==> src/rtl/hall_decoder.sv <==
// Hall sensor decoder: synchronizes, debounces and validates a 3-bit hall code.
// It reports the sector, step pulses, direction, errors and stall. Define HALL_ERR_CNT_EN to build the error counter.
module hall_decoder #(
  parameter int DEBOUNCE_CYCLES = 50,
  parameter int STALL_CYCLES    = 3163477
) (
  input  logic       i_inclk,
  input  logic       i_rst_n,
  input  logic [2:0] i_h_raw,
  output logic [2:0] o_h_clean,
  output logic [2:0] o_sector,
  output logic       o_step,
  output logic       o_dir,
  output logic       o_hall_err,
  output logic       o_stalled,
  output logic [7:0] o_err_count
);

  localparam logic [7:0]  DB_LAST   = 8'(DEBOUNCE_CYCLES - 1);
  localparam logic [7:0]  DB_MAX    = 8'(DEBOUNCE_CYCLES);
  localparam logic [21:0] STALL_MAX = 22'(STALL_CYCLES);

  function automatic logic [2:0] sectorOf(input logic [2:0] code);
    logic [2:0] s;
    s = 3'd0;
    case (code)
      3'b001: s = 3'd0;
      3'b011: s = 3'd1;
      3'b010: s = 3'd2;
      3'b110: s = 3'd3;
      3'b100: s = 3'd4;
      3'b101: s = 3'd5;
      default: s = 3'd0;
    endcase
    return s;
  endfunction

  logic [2:0]  r_sync1;
  logic [2:0]  r_sync2;
  logic [2:0]  r_cand;
  logic [7:0]  r_stableCnt;
  logic [2:0]  r_hClean;
  logic [2:0]  r_sector;
  logic        r_step;
  logic        r_dir;
  logic        r_hallErr;
  logic        r_haveFirst;
  logic [21:0] r_stallCnt;

  logic        w_same;
  logic        w_event;
  logic        w_valid;
  logic [2:0]  w_newSector;
  logic [2:0]  w_nextSector;
  logic [2:0]  w_prevSector;
  logic        w_fwd;
  logic        w_rev;
  logic        w_stepNow;
  logic        w_errNow;

  // The accept event fires exactly once per stable entry: the cycle the counter crosses DB_LAST.
  assign w_same       = (r_sync2 == r_cand);
  assign w_event      = w_same && (r_stableCnt == DB_LAST) && (r_cand != r_hClean);
  assign w_valid      = (r_cand != 3'b000) && (r_cand != 3'b111);
  assign w_newSector  = sectorOf(r_cand);
  assign w_nextSector = (r_sector == 3'd5) ? 3'd0 : r_sector + 3'd1;
  assign w_prevSector = (r_sector == 3'd0) ? 3'd5 : r_sector - 3'd1;
  assign w_fwd        = w_event && w_valid && r_haveFirst && (w_newSector == w_nextSector);
  assign w_rev        = w_event && w_valid && r_haveFirst && (w_newSector == w_prevSector);
  assign w_stepNow    = w_fwd || w_rev;
  assign w_errNow     = w_event && (!w_valid || (r_haveFirst && !w_fwd && !w_rev));

  always_ff @(posedge i_inclk) begin
    if (!i_rst_n) begin
      r_sync1     <= 3'b000;
      r_sync2     <= 3'b000;
      r_cand      <= 3'b000;
      r_stableCnt <= 8'd0;
      r_hClean    <= 3'b000;
      r_sector    <= 3'd0;
      r_step      <= 1'b0;
      r_dir       <= 1'b1;
      r_hallErr   <= 1'b0;
      r_haveFirst <= 1'b0;
      r_stallCnt  <= 22'd0;
    end else begin
      r_sync1 <= i_h_raw;
      r_sync2 <= r_sync1;

      if (!w_same) begin
        r_cand      <= r_sync2;
        r_stableCnt <= 8'd0;
      end else if (r_stableCnt != DB_MAX) begin
        r_stableCnt <= r_stableCnt + 8'd1;
      end

      // Invalid codes only raise an error; h_clean, sector and dir keep their last valid values.
      if (w_event && w_valid) begin
        r_hClean    <= r_cand;
        r_sector    <= w_newSector;
        r_haveFirst <= 1'b1;
      end
      if (w_fwd) begin
        r_dir <= 1'b1;
      end else if (w_rev) begin
        r_dir <= 1'b0;
      end
      r_step    <= w_stepNow;
      r_hallErr <= w_errNow;

      if (w_stepNow) begin
        r_stallCnt <= 22'd0;
      end else if (r_stallCnt != STALL_MAX) begin
        r_stallCnt <= r_stallCnt + 22'd1;
      end
    end
  end

`ifdef HALL_ERR_CNT_EN
  logic [7:0] r_errCount;

  always_ff @(posedge i_inclk) begin
    if (!i_rst_n) begin
      r_errCount <= 8'd0;
    end else if (w_errNow && (r_errCount != 8'hFF)) begin
      r_errCount <= r_errCount + 8'd1;
    end
  end

  assign o_err_count = r_errCount;
`else
  assign o_err_count = 8'd0;
`endif

  assign o_h_clean  = r_hClean;
  assign o_sector   = r_sector;
  assign o_step     = r_step;
  assign o_dir      = r_dir;
  assign o_hall_err = r_hallErr;
  assign o_stalled  = (r_stallCnt == STALL_MAX);

endmodule
==> config.mk <==
export PLATFORM = sky130hd
export DESIGN_NAME = hall_decoder
export DESIGN_NICKNAME = d
export VERILOG_FILES = /design/src/rtl/hall_decoder.sv
export SDC_FILE = /design/constraint.sdc
export NUM_CORES = 1
export LEC_CHECK = 0
export BUFFER_PORTS_ARGS = -buffer_cell sky130_fd_sc_hd__buf_4
export CAP_MARGIN = 25
export CORE_ASPECT_RATIO = 0.75
export CORE_UTILIZATION = 50
export CTS_CLUSTER_SIZE = 10
export DETAILED_ROUTE_END_ITERATION = 10
export PLACE_DENSITY = 0.65
export SYNTH_ARGS = -nofsm -noshare
export SYNTH_HDL_FRONTEND = slang
export SYNTH_SLANG_ARGS = --single-unit
==> constraint.sdc <==
create_clock -name i_inclk -period 4.92 [get_ports i_inclk]
set_input_delay 0.246 -clock i_inclk [delete_from_list [all_inputs] [get_ports i_inclk]]
set_output_delay 0.246 -clock i_inclk [all_outputs]
set_load 0.01 [all_outputs]
==> results.py, run 1 <==
metrics = {
    "outcome": {
        "status": "finished with violations",
        "violations": "DRC",
    },
    "synthesis": {
        "synth_cells": 285,
        "synthArstFlopShare_pct": 0,
        "ys.flop_type": "dfxtp_1",
        "synth-edff-count": 0,
        "synth_seq_area_share_pct": 38.8,
        "syn_avg_cell_area_um2": 8.86,
        "synth_area_um2": 2530,
        "ys_warn_count": 0,
        "synth_cell_types": 50,
        "synth-seq-cells": 49,
    },
    "sta": {
        "max_freq_mhz": 395,
        "post-route-period-util_pct": 51.4,
        "drv_slew": 0,
        "min_period_ns": 2.53,
        "setup_tns_ns": 0,
        "setup_viol": 0,
        "rsz0062_at_grt": "false",
        "tightest_slew_ns": 0.711,
        "slew-limit-headroom_pct": 52.1,
        "finClkSkew_ns": 0.00542,
        "finalHoldViolCount": 0,
    },
    "finish": {
        "regArea_um2": 981,
        "stdcell_count": 348,
        "fin_util_pct": 57.4,
        "multi_input_area_um2": 1370,
        "antenna_cells": 0,
        "layout-drive-gt1-share_pct": 12.7,
        "area_growth_pct": 5.70,
        "final_area_um2": 2670,
        "fillers": 440,
        "nets": 300,
    },
    "detailed_routing": {
        "routed_wl_um": 4310,
        "drt-initial-drc-count": 126,
        "avgViaCountPerCell": 5.26,
        "dr_wl_met2_um": 1730,
        "wl_per_cell_um": 12.4,
        "dr.max_layer_used": "met4",
        "via_count": 1830,
        "met3_length_um": 158,
        "drc": 4,
        "met1Wirelength_um": 2370,
        "drtAntennaViolNets": 0,
        "first_pass_iters": 7,
    },
    "worst_setup_path": {
        "r2r_end": "r_stallCnt[5]",
        "reg2regPathDepth": 6,
        "crit_type": "flop to flop",
        "cp-start-kind": "flop",
        "r2r_setup_slack_ns": 2.39,
        "cp_data_required_time_ns": 5.09,
        "path_max_fanout": 22,
        "timing.rr.start": "r_cand[1]",
        "arrival_ns": 2.70,
        "endpoint_kind": "flop",
    },
    "floorplanning": {
        "dieArea_um2": 5340,
        "core_area_um2": 4650,
        "initial_core_util_pct": 54.3,
        "ios": 23,
        "rows": 21,
        "die_h_um": 63.6,
        "die-width_um": 84.1,
    },
    "power_and_ir_drop": {
        "total_power_mw": 0.755,
        "p_per_area_nw_per_um2": 283,
        "irDropWorstVdd_v": 0.000152,
        "p_leak_nw": 1.01,
    },
    "place": {
        "gp_congestion": 0.740,
        "port_buffers": 14,
        "dpl.hpwl_um": 2930,
        "dp_cells": 340,
        "dpl-instance-area_um2": 2550,
    },
    "job": {
        "drv_cap": 0,
    },
    "global_route": {
        "grt_pass1_wl_um": 7760,
        "antenna_found_initial": 0,
        "track_usage_pct": 18.2,
        "grt_pass1_vias": 1670,
        "grt_max_degree": 23,
        "grt-ovfl-total": 0,
    },
    "clocking": {
        "clk_path_buf_depth": 2,
        "cts_htree_levels": 2,
        "insertion_delay_ns": 0.31,
        "cts_tree": "built",
        "ctsHoldBuffers": 0,
        "ctsResizeCount": 0,
        "root_buffer": "clkbuf_8",
        "clkTransAtPathRegs_ns": 0.08,
        "numCtsBuffers": 5,
        "post_cts_buffers": 0,
        "clock-sinks": 49,
    },
    "worst_hold_path": {
        "min-delay-start": "i_h_raw[2]",
        "hold_depth": 2,
        "min_to": "r_sync1[2]",
        "hp-class": "input pin to flop",
    },
}
through the flow:
step | hold WS, ns | worst slack (ns)
floorplan | 0.373 | 3.06
global placement | 0.419 | 2.46
detailed placement | 0.419 | 2.43
CTS | 0.133 | 2.39
global route | 0.121 | 2.17
finish | 0.141 | 2.39
placed cells by master (no fill, tap or decap), types with 2 or more instances in the layout:
cell and count:
o31a_1 2, nand3_1 20, xor2_1 23, a21oi_1 5, inv_1 7, nand4_1 4, nor3_1 10, nor4_1 3
mux2i_1 2, xnor2_1 15, a21boi_0 2, nor2_1 34, clkbuf_8 6, nor3_2 2, and4_1 2, nand2_1 18
a2111oi_0 2, buf_4 14, and2_1 12, and3_1 3, nor2b_1 6, nor2_2 5, o21ai_0 4, ha_1 5
a22oi_1 3, nor4b_1 4, dfxtp_1 49, conb_1 8
worst max path at each step:
stage | from | end | slack, ns | cells past startpoint
after floorplan | r_cand[2] | r_stallCnt[10] | 3.06 | 9
after global routing | r_cand[1] | r_stallCnt[15] | 2.17 | 6
after detailed placement | r_cand[2] | r_stallCnt[0] | 2.43 | 6
after global placement | r_cand[1] | r_stallCnt[3] | 2.46 | 6
final | r_cand[1] | r_stallCnt[5] | 2.39 | 6
after CTS | r_cand[1] | r_stallCnt[5] | 2.39 | 6
per-layer routing:
layer,track usage [%],up-vias
li1,-,954
met1,26.4,838
met2,25.9,34
met3,4.72,4
met4,6.47,0
met5,0,-
critical path, stage by stage (launching register included):
cell,delay (ns)
dfxtp_1,0.70
xor2_1,0.16
nor3_2,0.31
nand4b_2,0.25
or2_4,0.31
o21ai_4,0.54
nor2_1,0.11
state kept, by name (all words and copies together), names as in the netlist:
| signal | count |
|---|---|
| o_dir | 1 |
| o_h_clean | 3 |
| o_hall_err | 1 |
| o_sector | 3 |
| o_step | 1 |
| r_cand | 3 |
| r_haveFirst | 1 |
| r_stableCnt | 8 |
| r_stallCnt | 22 |
| r_sync1 | 3 |
| r_sync2 | 3 |
logic make-up after synthesis:
group	after synthesis	share of synthesized area, %
muxes	3	1.24
and+or+nand+nor	133	28.6
AOI/OAI and AO/OA	26	7.58
xor gates and xnor gates	38	13.2
buffers and inverters	30	7.97
adders and majority gates	5	2.48
other	1	0.148
DFF	49	38.8
synth_stat cells, types with 2 or more instances:
master,instances,area (µm²)
and4_1,2,17.5
o21ai_0,4,20.0
mux2i_1,2,20.0
o31a_1,2,17.5
buf_2,3,15.0
buf_4,12,90.1
nor4b_1,4,35.0
nor2b_1,6,37.5
xnor2_1,15,131
nand2_1,18,67.6
and3_1,3,18.8
buf_6,4,45.0
nand4_1,4,25.0
inv_1,7,26.3
nor3_1,10,50.1
dfxtp_1,49,981
nor3_2,2,20.0
nor4_1,3,18.8
clkbuf_1,3,11.3
nand3_1,20,100
a22oi_1,3,22.5
xor2_1,23,201
a21boi_0,2,15.0
a21oi_1,5,25.0
a2111oi_0,2,17.5
nor2_2,5,31.3
and2_1,12,75.1
nor2_1,34,128
ha_1,5,62.6
power by group:
group          switching (mW)  internal, mW  leakage, nW
clock network           0.133         0.166       0.0585
logic                  0.0243        0.0188        0.554
registers             0.00975         0.404        0.397
total                   0.167         0.588         1.01
final cells by class:
class | instances | share of cell area (%)
Sequential cell | 49 | 36.7
Multi-Input combinational cell | 213 | 51.3
Clock inverter | 1 | 1.12
Timing Repair Buffer | 14 | 3.94
Tap cell | 57 | 2.67
Clock buffer | 7 | 3.23
Inverter | 7 | 0.984
Power figures use the tool's default switching activity.
==> inputs of run 2 (changes only) <==
- ABC_AREA: default -> 1
- PLACE_DENSITY: 0.65 -> 0.67
- clock period: 4.92 -> 2.15 ns (I/O delays scaled with it)
==> results.py, run 2 <==
metrics = {
    "outcome": {
        "status": "finished clean",
    },
    "synthesis": {
        "ys.flop_type": "dfxtp_1",
        "ys_warn_count": 0,
        "synth_area_leader_cell": "dfxtp_1",
        "synth_area_leaders": "dfxtp_1, nand2_1, inv_1",
        "syn_avg_cell_area_um2": 7.39,
        "yosys.cell_count.top_type": "nand2_1",
        "synth_seq_area_share_pct": 36.6,
        "synth_cell_types": 35,
        "synthArstFlopShare_pct": 0,
        "synth-seq-cells": 49,
        "synth_area_um2": 2680,
        "synth-edff-count": 0,
        "ys_top_cells_by_count": "nand2_1, dfxtp_1, inv_1",
        "netlist.area_leader.share_pct": 36.6,
        "synth_cells": 363,
    },
    "sta": {
        "min_period_ns": 1.85,
        "finClkSkew_ns": 0.00615,
        "max_freq_mhz": 541,
        "drv_slew": 0,
        "rsz0062_at_grt": "false",
        "finalHoldViolCount": 0,
        "setup_viol": 0,
        "setup_tns_ns": 0,
        "post-route-period-util_pct": 85.9,
    },
    "detailed_routing": {
        "routed_wl_um": 4690,
        "drc": 0,
        "wl_per_cell_um": 10.4,
        "drt-initial-drc-count": 150,
        "first_pass_iters": 5,
        "avgViaCountPerCell": 4.73,
        "drtAntennaViolNets": 0,
        "via_count": 2135,
    },
    "floorplanning": {
        "rows": 22,
        "die-width_um": 86.6,
        "die_h_um": 65.4,
        "core_area_um2": 5040,
        "ios": 23,
        "dieArea_um2": 5660,
        "initial_core_util_pct": 53.2,
    },
    "clocking": {
        "clock-sinks": 49,
        "ctsResizeCount": 0,
        "numCtsBuffers": 5,
        "clkTransAtPathRegs_ns": 0.09,
        "ctsHoldBuffers": 3,
        "insertion_delay_ns": 0.30,
        "cts_htree_levels": 2,
        "cts_tree": "built",
        "root_buffer": "clkbuf_8",
        "clk_path_buf_depth": 2,
        "post_cts_buffers": 0,
    },
    "finish": {
        "final_common_cell": "nand2_1",
        "multi_input_area_um2": 1390,
        "fillers": 491,
        "top_register": "r_stallCnt",
        "reg_top3": "r_stallCnt x22, r_stableCnt x8",
        "antenna_cells": 0,
        "layout-drive-gt1-share_pct": 18.2,
        "largest_register_ffs": 22,
        "fin_util_pct": 57.6,
        "regArea_um2": 981,
        "stdcell_count": 451,
        "area_growth_pct": 8.21,
        "final_cell_mix": "nand2_1, dfxtp_1, inv_1, nor2_1, nand3_1",
        "nets": 388,
    },
    "worst_setup_path": {
        "slowest_stage": "dfxtp_1",
        "endpoint_kind": "flop",
        "cp-start-kind": "flop",
        "crit_chain": "nor2_1, o21ai_2, nand4_4, nor2_4, nand2_2, nand2_4, a21oi_1",
        "crit_start": "r_cand[1]",
        "arrival_ns": 2.03,
        "crit_family": "simple AND/OR/NAND/NOR gates",
        "timing.rr.start": "r_cand[1]",
        "cp_data_required_time_ns": 2.34,
        "reg2regPathDepth": 7,
        "cp.depth": 7,
        "critPathMaxStageDelay_ns": 0.57,
        "path_max_fanout": 22,
        "crit_buf_inv": 0,
        "r2r_setup_slack_ns": 0.30,
        "crit_type": "flop to flop",
    },
    "global_route": {
        "antenna_found_initial": 0,
        "grt_max_degree": 23,
        "track_usage_pct": 18.7,
        "grt-ovfl-total": 0,
        "grt_pass1_vias": 1910,
        "grt_pass1_wl_um": 8310,
    },
    "worst_hold_path": {
        "hp-class": "input pin to flop",
        "hold_depth": 3,
        "min-delay-start": "i_rst_n",
    },
    "place": {
        "dp_cells": 440,
        "gp_congestion": 0.799,
        "port_buffers": 14,
        "dpl.hpwl_um": 3550,
    },
    "power_and_ir_drop": {
        "p_per_area_nw_per_um2": 588,
        "irDropWorstVdd_v": 0.000346,
        "p_leak_nw": 1.17,
        "total_power_mw": 1.71,
    },
    "job": {
        "drv_cap": 0,
    },
}
==> run 2: changes by cell type in the layout (fill, tap and decap cells not counted), sizes merged, moves of 7 or more <==
cell | previous run | this run
nand2 | 18 | 90
and2 | 12 | 1
xnor2 | 15 | 5
nor3 | 12 | 4
nand3 | 20 | 28
a21oi | 6 | 20
inv | 7 | 50
nand4 | 4 | 12
nor2 | 39 | 46
xor2 | 23 | 15
==> run 2: worst paths after layout <==
| check | end |
|---|---|
| worst min register to register | r_sync2[2] |
| worst max-delay path | r_stallCnt[10] |
| worst min-delay path | r_sync1[2] |
| worst max register to register | r_stallCnt[10] |
==> run 2: routing by layer <==
metal | global-route usage (%) | up-vias | share of wire, %
met5 | 0 | - | 0
met4 | 6.88 | 0 | 1.3
met3 | 3.77 | 7 | 3.2
met2 | 26.7 | 40 | 39
met1 | 27.5 | 937 | 57
li1 | - | 1151 | -
==> run 2: through the flow <==
| step | hold WS [ns] | area [µm²] | setup slack (ns) |
|---|---|---|---|
| 4_1_cts | 0.119 | 2900 | 0.300 |
| 3_5_place_dp | 0.293 | 2760 | 0.325 |
| 2_1_floorplan | 0.205 | 2710 | 0.651 |
| 5_1_grt | 0.118 | 2900 | 0.0775 |
| 3_3_place_gp | 0.291 | 2760 | 0.346 |
| 6_report | 0.125 | 2900 | 0.303 |
==> run 2: area by class of cell <==
type	instances	area share (%)
clock inverters	3	1.60
flip-flops and latches	49	33.8
multi-input cells	255	47.8
repair buffers	17	4.66
clock buffers	5	2.37
well taps	72	3.10
inverters	50	6.64
==> run 2: cell families after synthesis <==
kind of cell             synth area share [%]
adder cells (fa/ha/maj)                  2.33
AND/OR/NAND/NOR                          34.9
flip-flops                               36.6
buffers and inverters                    12.6
XOR/XNOR                                 6.53
other                                   0.140
AO/OA/AOI/OAI                            6.91
==> run 2: power by group <==
group	switching (mW)	internal (mW)
sequential	0.0169	0.922
combinational	0.0633	0.0355
clock	0.321	0.348
total	0.401	1.31
==> run 2: worst register-to-register path: cells and delay by family (launching register included) <==
kind	cells	cell delay [ns]
AOI/OAI and AO/OA	2	0.30
and+or+nand+nor	5	0.85
DFF	1	0.57
